**src/rtl/uart_pkg.sv**
```systemverilog
// Shared UART definitions: default frame geometry and FSM state encodings
// used by both the receiver and the transmitter.
package uart_pkg;

    localparam int UART_OVERSAMPLE = 16;
    localparam int UART_DATA_BITS  = 8;

    typedef enum logic [2:0] {
        IDLE  = 3'd0,
        START = 3'd1,
        DATA  = 3'd2,
        STOP  = 3'd3,
        BREAK = 3'd4
    } uart_state_e;

endpackage

```
**src/rtl/uart_sync2.sv**
```systemverilog
// Two-flop synchronizer for an asynchronous line that idles high;
// both flops reset to 1 so reset never looks like a start edge.
module uart_sync2 (
    input  logic clk,
    input  logic reset,
    input  logic d,
    output logic q
);

    logic meta;

    always_ff @(posedge clk) begin
        if (reset) begin
            meta <= 1'b1;
            q    <= 1'b1;
        end else begin
            meta <= d;
            q    <= meta;
        end
    end

endmodule

```
**src/rtl/uart_receiver.sv**
```systemverilog
// Oversampling UART receiver with a single-byte holding register,
// sticky framing-error and overrun flags.
module uart_receiver
    import uart_pkg::*;
#(
    parameter int OVERSAMPLE = UART_OVERSAMPLE,
    parameter int DATA_BITS  = UART_DATA_BITS
) (
    input  logic                 clk,
    input  logic                 reset,
    input  logic                 baud_tick,
    input  logic                 UART_rxd,
    input  logic                 rx_read,
    output logic [DATA_BITS-1:0] rx_data,
    output logic                 rx_full,
    output logic                 rx_valid,
    output logic                 frame_err,
    output logic                 overrun
);

    localparam int CW = $clog2(OVERSAMPLE);
    localparam int BW = (DATA_BITS > 1) ? $clog2(DATA_BITS) : 1;
    localparam logic [CW-1:0] CNT_LAST = CW'(OVERSAMPLE - 1);
    localparam logic [CW-1:0] CNT_HALF = CW'(OVERSAMPLE / 2 - 1);
    localparam logic [BW-1:0] BIT_LAST = BW'(DATA_BITS - 1);

    uart_state_e state, state_n;

    logic [CW-1:0]        tick_cnt;
    logic [BW-1:0]        bit_cnt;
    logic [DATA_BITS-1:0] shreg;
    logic                 rxd_s;
    logic                 half_end;
    logic                 bit_end;
    logic                 shift_en;
    logic                 byte_done;
    logic                 frame_bad;
    logic                 cnt_clr;
    logic                 load;
    logic                 over_set;

    uart_sync2 u_sync (
        .clk   (clk),
        .reset (reset),
        .d     (UART_rxd),
        .q     (rxd_s)
    );

    always_ff @(posedge clk) begin
        if (reset) state <= IDLE;
        else       state <= state_n;
    end

    always_comb begin
        state_n = state;
        unique case (state)
            IDLE:    if (!rxd_s) state_n = START;
            START:   if (half_end) state_n = rxd_s ? IDLE : DATA;
            DATA:    if (shift_en && bit_cnt == BIT_LAST) state_n = STOP;
            STOP:    if (bit_end) state_n = rxd_s ? IDLE : BREAK;
            BREAK:   if (rxd_s) state_n = IDLE;
            default: state_n = IDLE;
        endcase
    end

    always_comb begin
        half_end  = baud_tick && (tick_cnt == CNT_HALF);
        bit_end   = baud_tick && (tick_cnt == CNT_LAST);
        shift_en  = (state == DATA) && bit_end;
        byte_done = (state == STOP) && bit_end && rxd_s;
        frame_bad = (state == STOP) && bit_end && !rxd_s;
        // Restart the tick count on every state change and bit boundary
        cnt_clr   = (state_n != state) || (state == IDLE)
                 || (state == BREAK) || bit_end;
        load      = byte_done && (!rx_full || rx_read);
        over_set  = byte_done && rx_full && !rx_read;
    end

    always_ff @(posedge clk) begin
        if (reset) begin
            tick_cnt <= '0;
            bit_cnt  <= '0;
            shreg    <= '0;
        end else begin
            if (cnt_clr)        tick_cnt <= '0;
            else if (baud_tick) tick_cnt <= tick_cnt + CW'(1);

            if (state != DATA)  bit_cnt <= '0;
            else if (shift_en)  bit_cnt <= bit_cnt + BW'(1);

            if (shift_en) shreg <= {rxd_s, shreg[DATA_BITS-1:1]};
        end
    end

    always_ff @(posedge clk) begin
        if (reset) begin
            rx_data   <= '0;
            rx_full   <= 1'b0;
            rx_valid  <= 1'b0;
            frame_err <= 1'b0;
            overrun   <= 1'b0;
        end else begin
            rx_valid <= load;

            if (load) begin
                rx_data <= shreg;
                rx_full <= 1'b1;
            end else if (rx_read) begin
                rx_full <= 1'b0;
            end

            // A flag raised in the same clk as rx_read stays set
            if (over_set)     overrun <= 1'b1;
            else if (rx_read) overrun <= 1'b0;

            if (frame_bad)    frame_err <= 1'b1;
            else if (rx_read) frame_err <= 1'b0;
        end
    end

endmodule

```
**config.mk**
```make
export PLATFORM = sky130hd
export DESIGN_NAME = uart_receiver
export DESIGN_NICKNAME = d
export VERILOG_FILES = /design/src/rtl/uart_pkg.sv /design/src/rtl/uart_sync2.sv /design/src/rtl/uart_receiver.sv
export SDC_FILE = /design/constraint.sdc
export NUM_CORES = 1
export LEC_CHECK = 0
export ABC_AREA = 1
export CORE_MARGIN = 2
export CORE_UTILIZATION = 57
export DETAILED_ROUTE_END_ITERATION = 10
export GPL_ROUTABILITY_DRIVEN = 0
export GPL_TIMING_DRIVEN = 0
export PLACE_DENSITY = 0.82
export SYNTH_ARGS = -nofsm -noshare
export SYNTH_HDL_FRONTEND = slang
export SYNTH_SLANG_ARGS = --single-unit
export TNS_END_PERCENT = 5
```
**constraint.sdc**
```tcl
create_clock -name clk -period 2.15 [get_ports clk]
set_input_delay 0.43 -clock clk [delete_from_list [all_inputs] [get_ports clk]]
set_output_delay 0.43 -clock clk [all_outputs]
set_load 0.01 [all_outputs]
```
# After elaboration in Yosys (flattened, before gate mapping)
# Index checks and enable logic that the tools add are counted.
dict set report word_totals {
  register_bits 32
  output_inout_bits 12
  wordCells 57
}
dict set report classes {
  reduce_logical 23
  muxes 12
  n_eq_ne 9
  addsub 2
}
# op count
set op_table {}
lappend op_table {{$mux 3} 6}
lappend op_table {{$pmux 3 s5} 1}
lappend op_table {{$logic_and 1x1->1} 10}
lappend op_table {{$eq 3x2->1 const B} 2}
lappend op_table {{$eq 3x3->1 const B} 2}
lappend op_table {{$reduce_bool 2->1} 3}
lappend op_table {{$add 4x1->4 const B} 1}
lappend op_table {{$eq 4x3->1 const B} 1}
lappend op_table {{$eq 4x4->1 const B} 1}
lappend op_table {{$logic_or 1x1->1} 4}
lappend op_table {{$mux 1} 4}
lappend op_table {{$reduce_or 2->1} 2}
lappend op_table {{$add 3x1->3 const B} 1}
lappend op_table {{$eq 3x1->1 const B} 1}
lappend op_table {{$logic_not 1->1} 3}
lappend op_table {{$logic_not 3->1} 1}
lappend op_table {{$ne 3x2->1 const B} 1}
lappend op_table {{$ne 3x3->1} 1}
lappend op_table {{$mux 2} 1}

# Depth between registers and ports, before layout
# Gate-level depths: netlist of the first run.
dict set report logic_depth {
  ltp_word 11
  depth_mapped 8
  ltp_nobuf 8
}

# Modules after synthesis
# A second synthesis of the first run with hierarchy kept.
dict set report hier_totals {
  hier_cells 162
  hier_area_um2 1307.5
}
# mod area_per_inst_um2 cells_each instances
set modules_own_cells {}
lappend modules_own_cells {uart_receiver 1248.7 155 1}
lappend modules_own_cells {uart_sync2 58.8 7 1}

# Least setup slack after synthesis of the first run
# Ideal clock, no wire load.
dict set report synth_path {
  kind {register to register}
  start {register tick_cnt[0]}
  end {register rx_data[0]}
  synth_period_minus_slack_ps 1287
  path_stages_with_launch 9
  required_time_ps 2016
  path_slack_ps 863
  setup_ps 134
  path_buffers 0
  arrival_time_ps 1153
  cell_sequence {dfxtp_1 -> ha_1 -> nand2_4 -> nor2_4 -> nand2_4 -> nor2_8 -> nand2_4 -> nand2_1 -> a21oi_1}
}
dict set report synth_via {
  elab_chain_len 5
}
# item line
set synth_rtl {}
lappend synth_rtl {{start, declared} uart_receiver.sv:29} ;# logic [CW-1:0] tick_cnt;
lappend synth_rtl {{start signal, assigned} uart_receiver.sv:86} ;# else if (baud_tick) tick_cnt <= tick_cnt + CW'(1);
lappend synth_rtl {{$eq 4x4->1} uart_receiver.sv:68} ;# bit_end = baud_tick && (tick_cnt == CNT_LAST);
lappend synth_rtl {{$logic_and 1x1->1} uart_receiver.sv:68}
lappend synth_rtl {{$logic_and 1x1->1 (2 in a row)} uart_receiver.sv:70} ;# byte_done = (state == STOP) && bit_end && rxd_s;
lappend synth_rtl {{$logic_and 1x1->1} uart_receiver.sv:75} ;# load = byte_done && (!rx_full || rx_read);
lappend synth_rtl {{end signal, assigned} uart_receiver.sv:106} ;# rx_data <= shreg;
lappend synth_rtl {{end, declared} uart_receiver.sv:14} ;# output logic [DATA_BITS-1:0] rx_data,
# Every way passes these cells.
# A chain may end at the register's enable or synchronous reset.

# Worst setup path after layout of the first run
dict set report layout_path {
  start {register rx_full}
  end {output port rx_full}
}
# item line
set layout_rtl {}
lappend layout_rtl {{start, declared} uart_receiver.sv:15} ;# output logic rx_full,
lappend layout_rtl {{start signal, assigned} uart_receiver.sv:98} ;# rx_full <= 1'b0;
lappend layout_rtl {{start signal, assigned} uart_receiver.sv:107} ;# rx_full <= 1'b1;
lappend layout_rtl {{start signal, assigned} uart_receiver.sv:109} ;# rx_full <= 1'b0;
# No word-level cell between the ends.

==> impl_metrics.env, run 1 <==
export IMPL_cp_start_kind="register"
export IMPL_yosys_register_bits=32
export IMPL_final_nets=195
export IMPL_design_area_sq_mm=0.00163
export IMPL_min_delay_start="u_sync.meta"
export IMPL_netlist_area_sq_mm=0.00134
export IMPL_async_flop_share=0
export IMPL_drv_cap=0
export IMPL_die_h_um=52.5
export IMPL_synth_common_cells="32 x dfxtp_1, 32 x nor2_1, 16 x nand2_1, 16 x nand3_1, 13 x o21ai_0"
export IMPL_finalWirelength_um=2530
export IMPL_arrival_ps=1260
export IMPL_cts_root_buf="clkbuf_4"
export IMPL_slowest_delay_ps=550
export IMPL_r2r_end="rx_data[3]"
export IMPL_clock_sinks=32
export IMPL_post_dp_cell_area_sq_mm=0.00154
export IMPL_path_buf_inv=1
export IMPL_drt_iter0_markers=31
export IMPL_drive_above_1_share=0.138
export IMPL_final_hold_viol_count=0
export IMPL_avgSynthCellArea_sq_um=8.17
export IMPL_crit_family="buffers and inverters"
export IMPL_antenna_found_initial=0
export IMPL_required_ps=1720
export IMPL_post_route_min_period_ps=1690
export IMPL_ys_seq_area_frac=0.478
export IMPL_skew_ps=16.5
export IMPL_post_cts_buffers=0
export IMPL_period_share=0.785
export IMPL_setup_viol=0
export IMPL_io_buffers=16
export IMPL_cts_tree="built"
export IMPL_slew_violations=0
export IMPL_power_density_mw_per_mm2=697
export IMPL_synth_edf_count=0
export IMPL_clock_latency_ps=330
export IMPL_drt_wirelength_per_cell_um=11.7
export IMPL_synth_top_area_frac=0.478
export IMPL_start_util=0.606
export IMPL_synth_ff_type="dfxtp_1"
export IMPL_slowest_stage="clkdlybuf4s50_1"
export IMPL_rsz0062_at_grt="false"
export IMPL_holdPathStages=1
export IMPL_grt_pass1_vias=1044
export IMPL_relSlewSlack=0.722
export IMPL_r2r_slack_ps=720
export IMPL_core_area_sq_mm=0.00221
export IMPL_filler_cell_count=158
export IMPL_cts_resized=0
export IMPL_syn_nets=172
export IMPL_cts_buffers=5
export IMPL_syn_inst=164
export IMPL_grt_max_degree=11
export IMPL_area_growth_syn_to_layout_pct=21.7
export IMPL_track_usage=0.227
export IMPL_rows=17
export IMPL_reg2regPathDepth=8
export IMPL_die_width_um=52.5
export IMPL_worstMarginPinSlew_ps=416
export IMPL_setup_tns_ps=0
export IMPL_drc=0
export IMPL_p_leak_nw=0.679
export IMPL_n_antenna_cell=0
export IMPL_startpoint="rx_full"
export IMPL_viasPerCell=5.30
export IMPL_rr_startpoint="tick_cnt[0]"
export IMPL_hold_buffers=0
export IMPL_ant_nets=0
export IMPL_ir_worst_vdd_mv=0.640
export IMPL_grt_remaining_overflow=0
export IMPL_crit_fanout=3
export IMPL_min_to="u_sync.q"
export IMPL_synth_distinct_cells=25
export IMPL_dr_pass1_iters=4
export IMPL_synth_warnings=0
export IMPL_clkTransAtPathRegs_ps=110
export IMPL_grt_first_pass_wirelength_um=4350
export IMPL_clockBufferDepth=2
export IMPL_hpwl_um=1870
export IMPL_crit_path_end_kind="output pin"
export IMPL_synth_largest_area_cell="dfxtp_1"
export IMPL_critPathKind="reg2out"
export IMPL_synthTopCellsByArea="dfxtp_1 48%, nor2_1 9.0%, nand3_1 6.0%"
export IMPL_crit_chain="clkdlybuf4s50_1"
export IMPL_cts_htree_levels=2
export IMPL_final_core_util=0.737
export IMPL_vias=1144
export IMPL_status="finished, final reports clean"
export IMPL_worstHoldPathType="reg2reg"
export IMPL_die_area_sq_mm=0.00275
export IMPL_clock_fmax_mhz=593
export IMPL_ios=17
## placed cells by master (no fill, tap or decap), types with 2 or more instances in the layout
cell,count
nor2_1,32
dfxtp_1,32
nand2_1,16
nand3_1,16
clkdlybuf4s50_1,16
o21ai_0,13
a21oi_1,12
inv_1,11
clkbuf_4,5
nand2_4,4
inv_2,3
nand4_1,3
ha_1,3
nand2_2,2
nor2_4,2
clkbuf_1,2
or2_2,2
xor2_1,2
clkbuf_8,2
## cells by family (layout without fill, tap and decap cells)
group                      after synthesis  after routing  share of synthesized area
and+or+nand+nor                         81             81                      0.308
adders and majority gates                3              3                     0.0280
muxes                                    1              1                    0.00747
xor gates and xnor gates                 3              3                     0.0196
AOI/OAI and AO/OA                       27             27                      0.106
DFF                                     32             32                      0.478
buffers and inverters                   17             41                     0.0532
## power by group
part	leakage, nW	internal [mW]	total (mW)	switching, mW
Sequential	0.258	0.595	0.597	0.00205
Clock	0.0515	0.309	0.505	0.196
Combinational	0.369	0.0137	0.0339	0.0202
## stage by stage
| step | std cells | total power, mW | setup WS (ps) | hold WS (ps) |
|---|---|---|---|---|
| 2_1_floorplan | 164 | 0.629 | 863 | 389 |
| 3_3_place_gp | 208 | 0.643 | 241 | 392 |
| 3_5_place_dp | 208 | 0.644 | 217 | 406 |
| 4_1_cts | 216 | 1.15 | 451 | 431 |
| 5_1_grt | 216 | 1.18 | 391 | 440 |
| 6_report | 216 | 1.14 | 463 | 424 |
## worst register-to-register path, cell delays in order, from the launching register on
cell and delay, ps:
dfxtp_1 380, ha_1 210, nand2_4 90, nor2_4 140, nand2_4 90, nor2_8 160, nand2_4 110, nand2_1 80
a21oi_1 60
## how the worst max path moves through the flow
stage,endpoint,slack (ps),cells after the start
after detailed placement,rx_data[3],220,8
after floorplan,rx_data[0],860,8
after CTS,rx_full,450,1
final,rx_full,460,1
after global placement,rx_data[5],240,8
after global routing,rx_full,390,1
## routing by layer
metal	vias up	GRT usage	wire (um)
met5	-	0	0
li1	588	-	-
met1	513	0.256	1120
met4	0	0.154	45
met2	37	0.356	1210
met3	6	0.0800	151
## area by class of cell
type / count / area, sq um / area share
inverter: 14 / 52.6 / 0.0322
buffer: 3 / 18.8 / 0.0115
tap: 28 / 35.0 / 0.0215
sequential: 32 / 641 / 0.393
clock inverter: 1 / 30.0 / 0.0184
clock buffer: 7 / 65.1 / 0.0399
timing repair buffer: 16 / 160 / 0.0982
multi-input combinational: 115 / 628 / 0.385
## state kept, by name, summed over array words and instances, names as in the netlist
register	flops
frame_err	1
tick_cnt	4
u_sync.q	1
shreg	8
overrun	1
state	3
rx_valid	1
rx_data	8
rx_full	1
bit_cnt	3
u_sync.meta	1
(Power assumes the default switching activity.)
==> inputs of run 2 (changes only) <==
Settings changed: CORE_UTILIZATION 57 to 48, PLACE_DENSITY 0.82 to 0.73.
Clock period 2.15 ns to 1.45 ns, I/O delays scaled along.
==> impl_metrics.env, run 2 (same netlist as run 1, synthesis figures left out) <==
export IMPL_status="finished, final reports clean"
export IMPL_multi_input_area_sq_um=661
export IMPL_cts_root_buf="clkbuf_4"
export IMPL_p_total_mw=1.60
export IMPL_clock_latency_ps=340
export IMPL_drc=0
export IMPL_hpwl_um=1950
export IMPL_worstMarginPinSlew_ps=442
export IMPL_sequentialPowerShare=0.554
export IMPL_post_route_min_period_ps=1390
export IMPL_drt_wirelength_per_cell_um=12.0
export IMPL_clock_fmax_mhz=718
export IMPL_setup_viol=0
export IMPL_final_common_cell="nor2_1"
export IMPL_hold_buffers=0
export IMPL_grt_first_pass_wirelength_um=4550
export IMPL_cts_tree="built"
export IMPL_required_ps=1670
export IMPL_relSlewSlack=0.706
export IMPL_cts_htree_levels=2
export IMPL_post_cts_buffers=0
export IMPL_swShare=0.210
export IMPL_finalWirelength_um=2650
export IMPL_cts_buffers=5
export IMPL_die_width_um=56.8
export IMPL_area_growth_syn_to_layout_pct=22.4
export IMPL_drt_iter0_markers=18
export IMPL_ant_nets=0
export IMPL_stdcell_count=220
export IMPL_clock_sinks=32
export IMPL_reg_top3="rx_data: 8 flops, shreg: 8 flops, tick_cnt: 4 flops"
export IMPL_clockBufferDepth=2
export IMPL_worstHoldPathType="in2reg"
export IMPL_clkTransAtPathRegs_ps=100
export IMPL_p_int_mw=1.26
export IMPL_die_h_um=56.8
export IMPL_dp_cells=211
export IMPL_final_hold_viol_count=0
export IMPL_dr_pass1_iters=4
export IMPL_filler_cell_count=252
export IMPL_power_density_mw_per_mm2=975
export IMPL_critPathKind="reg2reg"
export IMPL_design_area_sq_mm=0.00164
export IMPL_final_nets=196
export IMPL_final_cell_mix="32 x nor2_1, 30 x dfxtp_1, 16 x nand2_1, 16 x nand3_1, 13 x o21ai_0"
export IMPL_cp_start_kind="register"
export IMPL_combPwrFrac=0.031
export IMPL_crit_path_end_kind="register"
export IMPL_viasPerCell=5.10
export IMPL_grt_pass1_vias=1081
export IMPL_p_leak_nw=0.738
export IMPL_grt_remaining_overflow=0
export IMPL_antenna_found_initial=0
export IMPL_p_switching_mw=0.336
export IMPL_vias=1122
export IMPL_io_buffers=16
export IMPL_rsz0062_at_grt="true"
export IMPL_power_share_clock=0.415
export IMPL_grt_max_degree=11
export IMPL_start_util=0.494
export IMPL_drv_cap=0
export IMPL_core_area_sq_mm=0.00271
export IMPL_ir_worst_vdd_mv=0.844
export IMPL_drive_above_1_share=0.153
export IMPL_track_usage=0.185
export IMPL_period_share=0.960
export IMPL_n_antenna_cell=0
export IMPL_seq_area_sq_um=646
export IMPL_skew_ps=10.7
export IMPL_crit_fanout=10
export IMPL_arrival_ps=1610
export IMPL_slew_violations=0
export IMPL_ios=17
export IMPL_rows=19
export IMPL_die_area_sq_mm=0.00323
export IMPL_post_dp_cell_area_sq_mm=0.00154
## run 2: cell types whose count changed in the layout (fill, tap and decap cells not counted), sizes merged
cell and delta:
clkdlybuf4s50 -13, dlygate4sd2 +12, clkbuf -1, clkinv +1, dlymetal6s2s +1, nor2 +1
## run 2: layer usage
metal / global-route usage / vias up / share of wire
li1: - / 590 / -
met5: 0 / - / 0
met2: 0.326 / 14 / 0.53
met3: 0.0760 / 5 / 0.037
met4: 0.0831 / 0 / 0.017
met1: 0.192 / 513 / 0.42
## run 2: repair_timing
action                                  4_1_cts  5_1_grt
pin swaps                                     0        2
endpoints found under the setup margin       16       20
cloned                                        0        1
gates resized for setup                      15        4
## run 2: through the flow
stage	setup WS, ps	TNS, ps	utilization	hold slack (ps)
2_1_floorplan	163	0	-	359
5_1_grt	-44.9	-554	0.605	400
3_3_place_gp	-313	-6570	0.568	399
4_1_cts	16.5	0	0.592	430
6_report	57.9	0	0.605	373
3_5_place_dp	-362	-7790	0.568	402
## run 2: final cells by class
class	instances	share of cell area
Multi-Input combinational cell	116	0.403
Sequential cell	32	0.394
Timing Repair Buffer	16	0.0900
Inverter	14	0.0320
Clock buffer	6	0.0252
Tap cell	31	0.0236
Clock inverter	2	0.0214
Buffer	3	0.0114
## run 2: worst paths after layout
| kind | from | slack [ps] | end | depth (start not counted) |
|---|---|---|---|---|
| max | tick_cnt[1] | 60 | rx_data[7] | 8 |
| min | baud_tick | 370 | tick_cnt[0] | 3 |
| max reg2reg | tick_cnt[1] | 60 | rx_data[7] | 8 |
| min reg2reg | u_sync.meta | 420 | u_sync.q | 1 |
## run 2: critical path, cell delays in order (launching register included)
cell,delay [ps]
dfxtp_2,380
ha_4,140
nand2_4,70
nor2_4,170
nand2_4,110
nor2_8,180
nand2_8,90
nand2_1,70
a21oi_1,50
## run 2: power by group through the flow
stage	Combinational (mW)	Clock [mW]	Sequential, mW
floorplan	0.0262	0	0.906
global placement	0.0473	0	0.906
detailed placement	0.0488	0	0.907
CTS	0.0491	0.686	0.886
global route	0.0545	0.724	0.886
finish	0.0498	0.664	0.885
==> inputs of run 3 (changes only) <==
Settings changed: TNS_END_PERCENT 5 to not set.
==> impl_metrics.env, run 3 (same netlist as run 1, synthesis figures left out) <==
export IMPL_status="finished, final reports clean"
export IMPL_ant_nets=0
export IMPL_drive_above_1_share=0.169
export IMPL_antenna_found_initial=0
export IMPL_final_nets=196
export IMPL_final_common_cell="nor2_1"
export IMPL_clock_fmax_mhz=718
export IMPL_drv_cap=0
export IMPL_worstMarginPinSlew_ps=442
export IMPL_clkTransAtPathRegs_ps=100
export IMPL_post_route_min_period_ps=1390
export IMPL_final_cell_mix="31 x nor2_1, 29 x dfxtp_1, 16 x nand2_1"
export IMPL_cts_tree="built"
export IMPL_setup_viol=0
export IMPL_stdcell_count=220
export IMPL_dr_max_layer_used="met4"
export IMPL_hold_slack_ps=373
export IMPL_arrival_ps=1610
export IMPL_sequentialPowerShare=0.554
export IMPL_cts_buffers=5
export IMPL_cts_root_buf="clkbuf_4"
export IMPL_hpwl_um=1950
export IMPL_ios=17
export IMPL_start_util=0.494
export IMPL_required_ps=1670
export IMPL_period_share=0.960
export IMPL_grt_first_pass_wirelength_um=4550
export IMPL_core_area_sq_mm=0.00271
export IMPL_worstHoldPathType="in2reg"
export IMPL_setup_tns_ps=0
export IMPL_clock_sinks=32
export IMPL_post_cts_buffers=0
export IMPL_dp_cells=211
export IMPL_viasPerCell=5.12
export IMPL_finalWirelength_um=2660
export IMPL_clock_latency_ps=340
export IMPL_die_h_um=56.8
export IMPL_grt_remaining_overflow=0
export IMPL_grt_max_degree=11
export IMPL_power_density_mw_per_mm2=970
export IMPL_combPwrFrac=0.032
export IMPL_area_growth_syn_to_layout_pct=23.1
export IMPL_reg2regPathDepth=8
export IMPL_vias=1126
export IMPL_wl_met1_um=1090
export IMPL_met3_length_um=119
export IMPL_startpoint="tick_cnt[1]"
export IMPL_met2_length_um=1400
export IMPL_p_leak_nw=0.739
export IMPL_dr_pass1_iters=4
export IMPL_rows=19
export IMPL_power_share_clock=0.415
export IMPL_io_buffers=16
export IMPL_cts_htree_levels=2
export IMPL_slew_violations=0
export IMPL_drc=0
export IMPL_cp_start_kind="register"
export IMPL_p_int_mw=1.26
export IMPL_relSlewSlack=0.705
export IMPL_ir_worst_vdd_mv=0.844
export IMPL_p_switching_mw=0.336
export IMPL_crit_path_end_kind="register"
export IMPL_track_usage=0.185
export IMPL_crit_fanout=10
export IMPL_die_width_um=56.8
export IMPL_drt_iter0_markers=27
export IMPL_drt_wirelength_per_cell_um=12.1
export IMPL_holdPathStages=3
export IMPL_skew_ps=10.6
export IMPL_reg_top3="rx_data: 8 flops, shreg: 8 flops, tick_cnt: 4 flops"
export IMPL_grt_pass1_vias=1081
export IMPL_n_antenna_cell=0
export IMPL_swShare=0.210
export IMPL_rsz0062_at_grt="true"
export IMPL_hold_buffers=0
export IMPL_filler_cell_count=250
export IMPL_clockBufferDepth=2
export IMPL_critPathKind="reg2reg"
export IMPL_rr_startpoint="tick_cnt[1]"
export IMPL_final_hold_viol_count=0
export IMPL_min_delay_start="baud_tick"
export IMPL_die_area_sq_mm=0.00323
[run 3: cell types whose count changed in the layout (fill, tap and decap cells not counted)]
| cell | before | now |
|---|---|---|
| dfxtp_1 | 30 | 29 |
| dfxtp_2 | 1 | 2 |
| nand3_1 | 16 | 15 |
| nand3_2 | 0 | 1 |
| nor2_1 | 32 | 31 |
| nor2_2 | 1 | 2 |
[run 3: worst max-delay path: stages, from the launching register on]
cell     delay, ps
dfxtp_2        380
ha_4           140
nand2_4         70
nor2_4         170
nand2_4        110
nor2_8         180
nand2_8         90
nand2_1         70
a21oi_1         50
[run 3: metrics by stage]
step                      cell area (sq um)  worst slack (ps)   util  power, mW
after floorplan                        1340               163      -      0.932
final                                  1650              57.5  0.608       1.60
after CTS                              1610              16.5  0.592       1.62
after detailed placement               1540              -362  0.568      0.955
after global routing                   1650             -40.2  0.608       1.67
after global placement                 1540              -313  0.568      0.954
[run 3: worst paths after layout]
| path | endpoint | slack, ps |
|---|---|---|
| min reg2reg | u_sync.q | 430 |
| min | tick_cnt[0] | 370 |
| max | rx_data[7] | 60 |
| max reg2reg | rx_data[7] | 60 |
[run 3: repair_timing]
action / CTS / global route
cloned: 0 / 1
gates resized for setup: 15 / 7
endpoints found under the setup margin: 16 / 20
pin swaps: 0 / 2
[run 3: power groups by stage]
stage                     clock network, mW  registers, mW  logic, mW
after floorplan                           0          0.906     0.0262
after global placement                    0          0.906     0.0473
after detailed placement                  0          0.907     0.0488
after CTS                             0.686          0.886     0.0491
after global routing                  0.724          0.887     0.0554
final                                 0.663          0.886     0.0504
[run 3: cell type report]
| class | instances | area [sq um] | area share |
|---|---|---|---|
| Clock buffer | 6 | 41.3 | 0.0250 |
| Inverter | 14 | 52.6 | 0.0319 |
| Buffer | 3 | 18.8 | 0.0114 |
| Tap cell | 31 | 38.8 | 0.0235 |
| Clock inverter | 2 | 35.0 | 0.0212 |
| Sequential cell | 32 | 647 | 0.392 |
| Multi-Input combinational cell | 116 | 668 | 0.405 |
| Timing Repair Buffer | 16 | 148 | 0.0895 |
[run 3: layer usage]
layer | vias to the layer above | track usage
met2 | 20 | 0.326
li1 | 588 | -
met3 | 5 | 0.0760
met4 | 0 | 0.0831
met5 | - | 0
met1 | 513 | 0.192
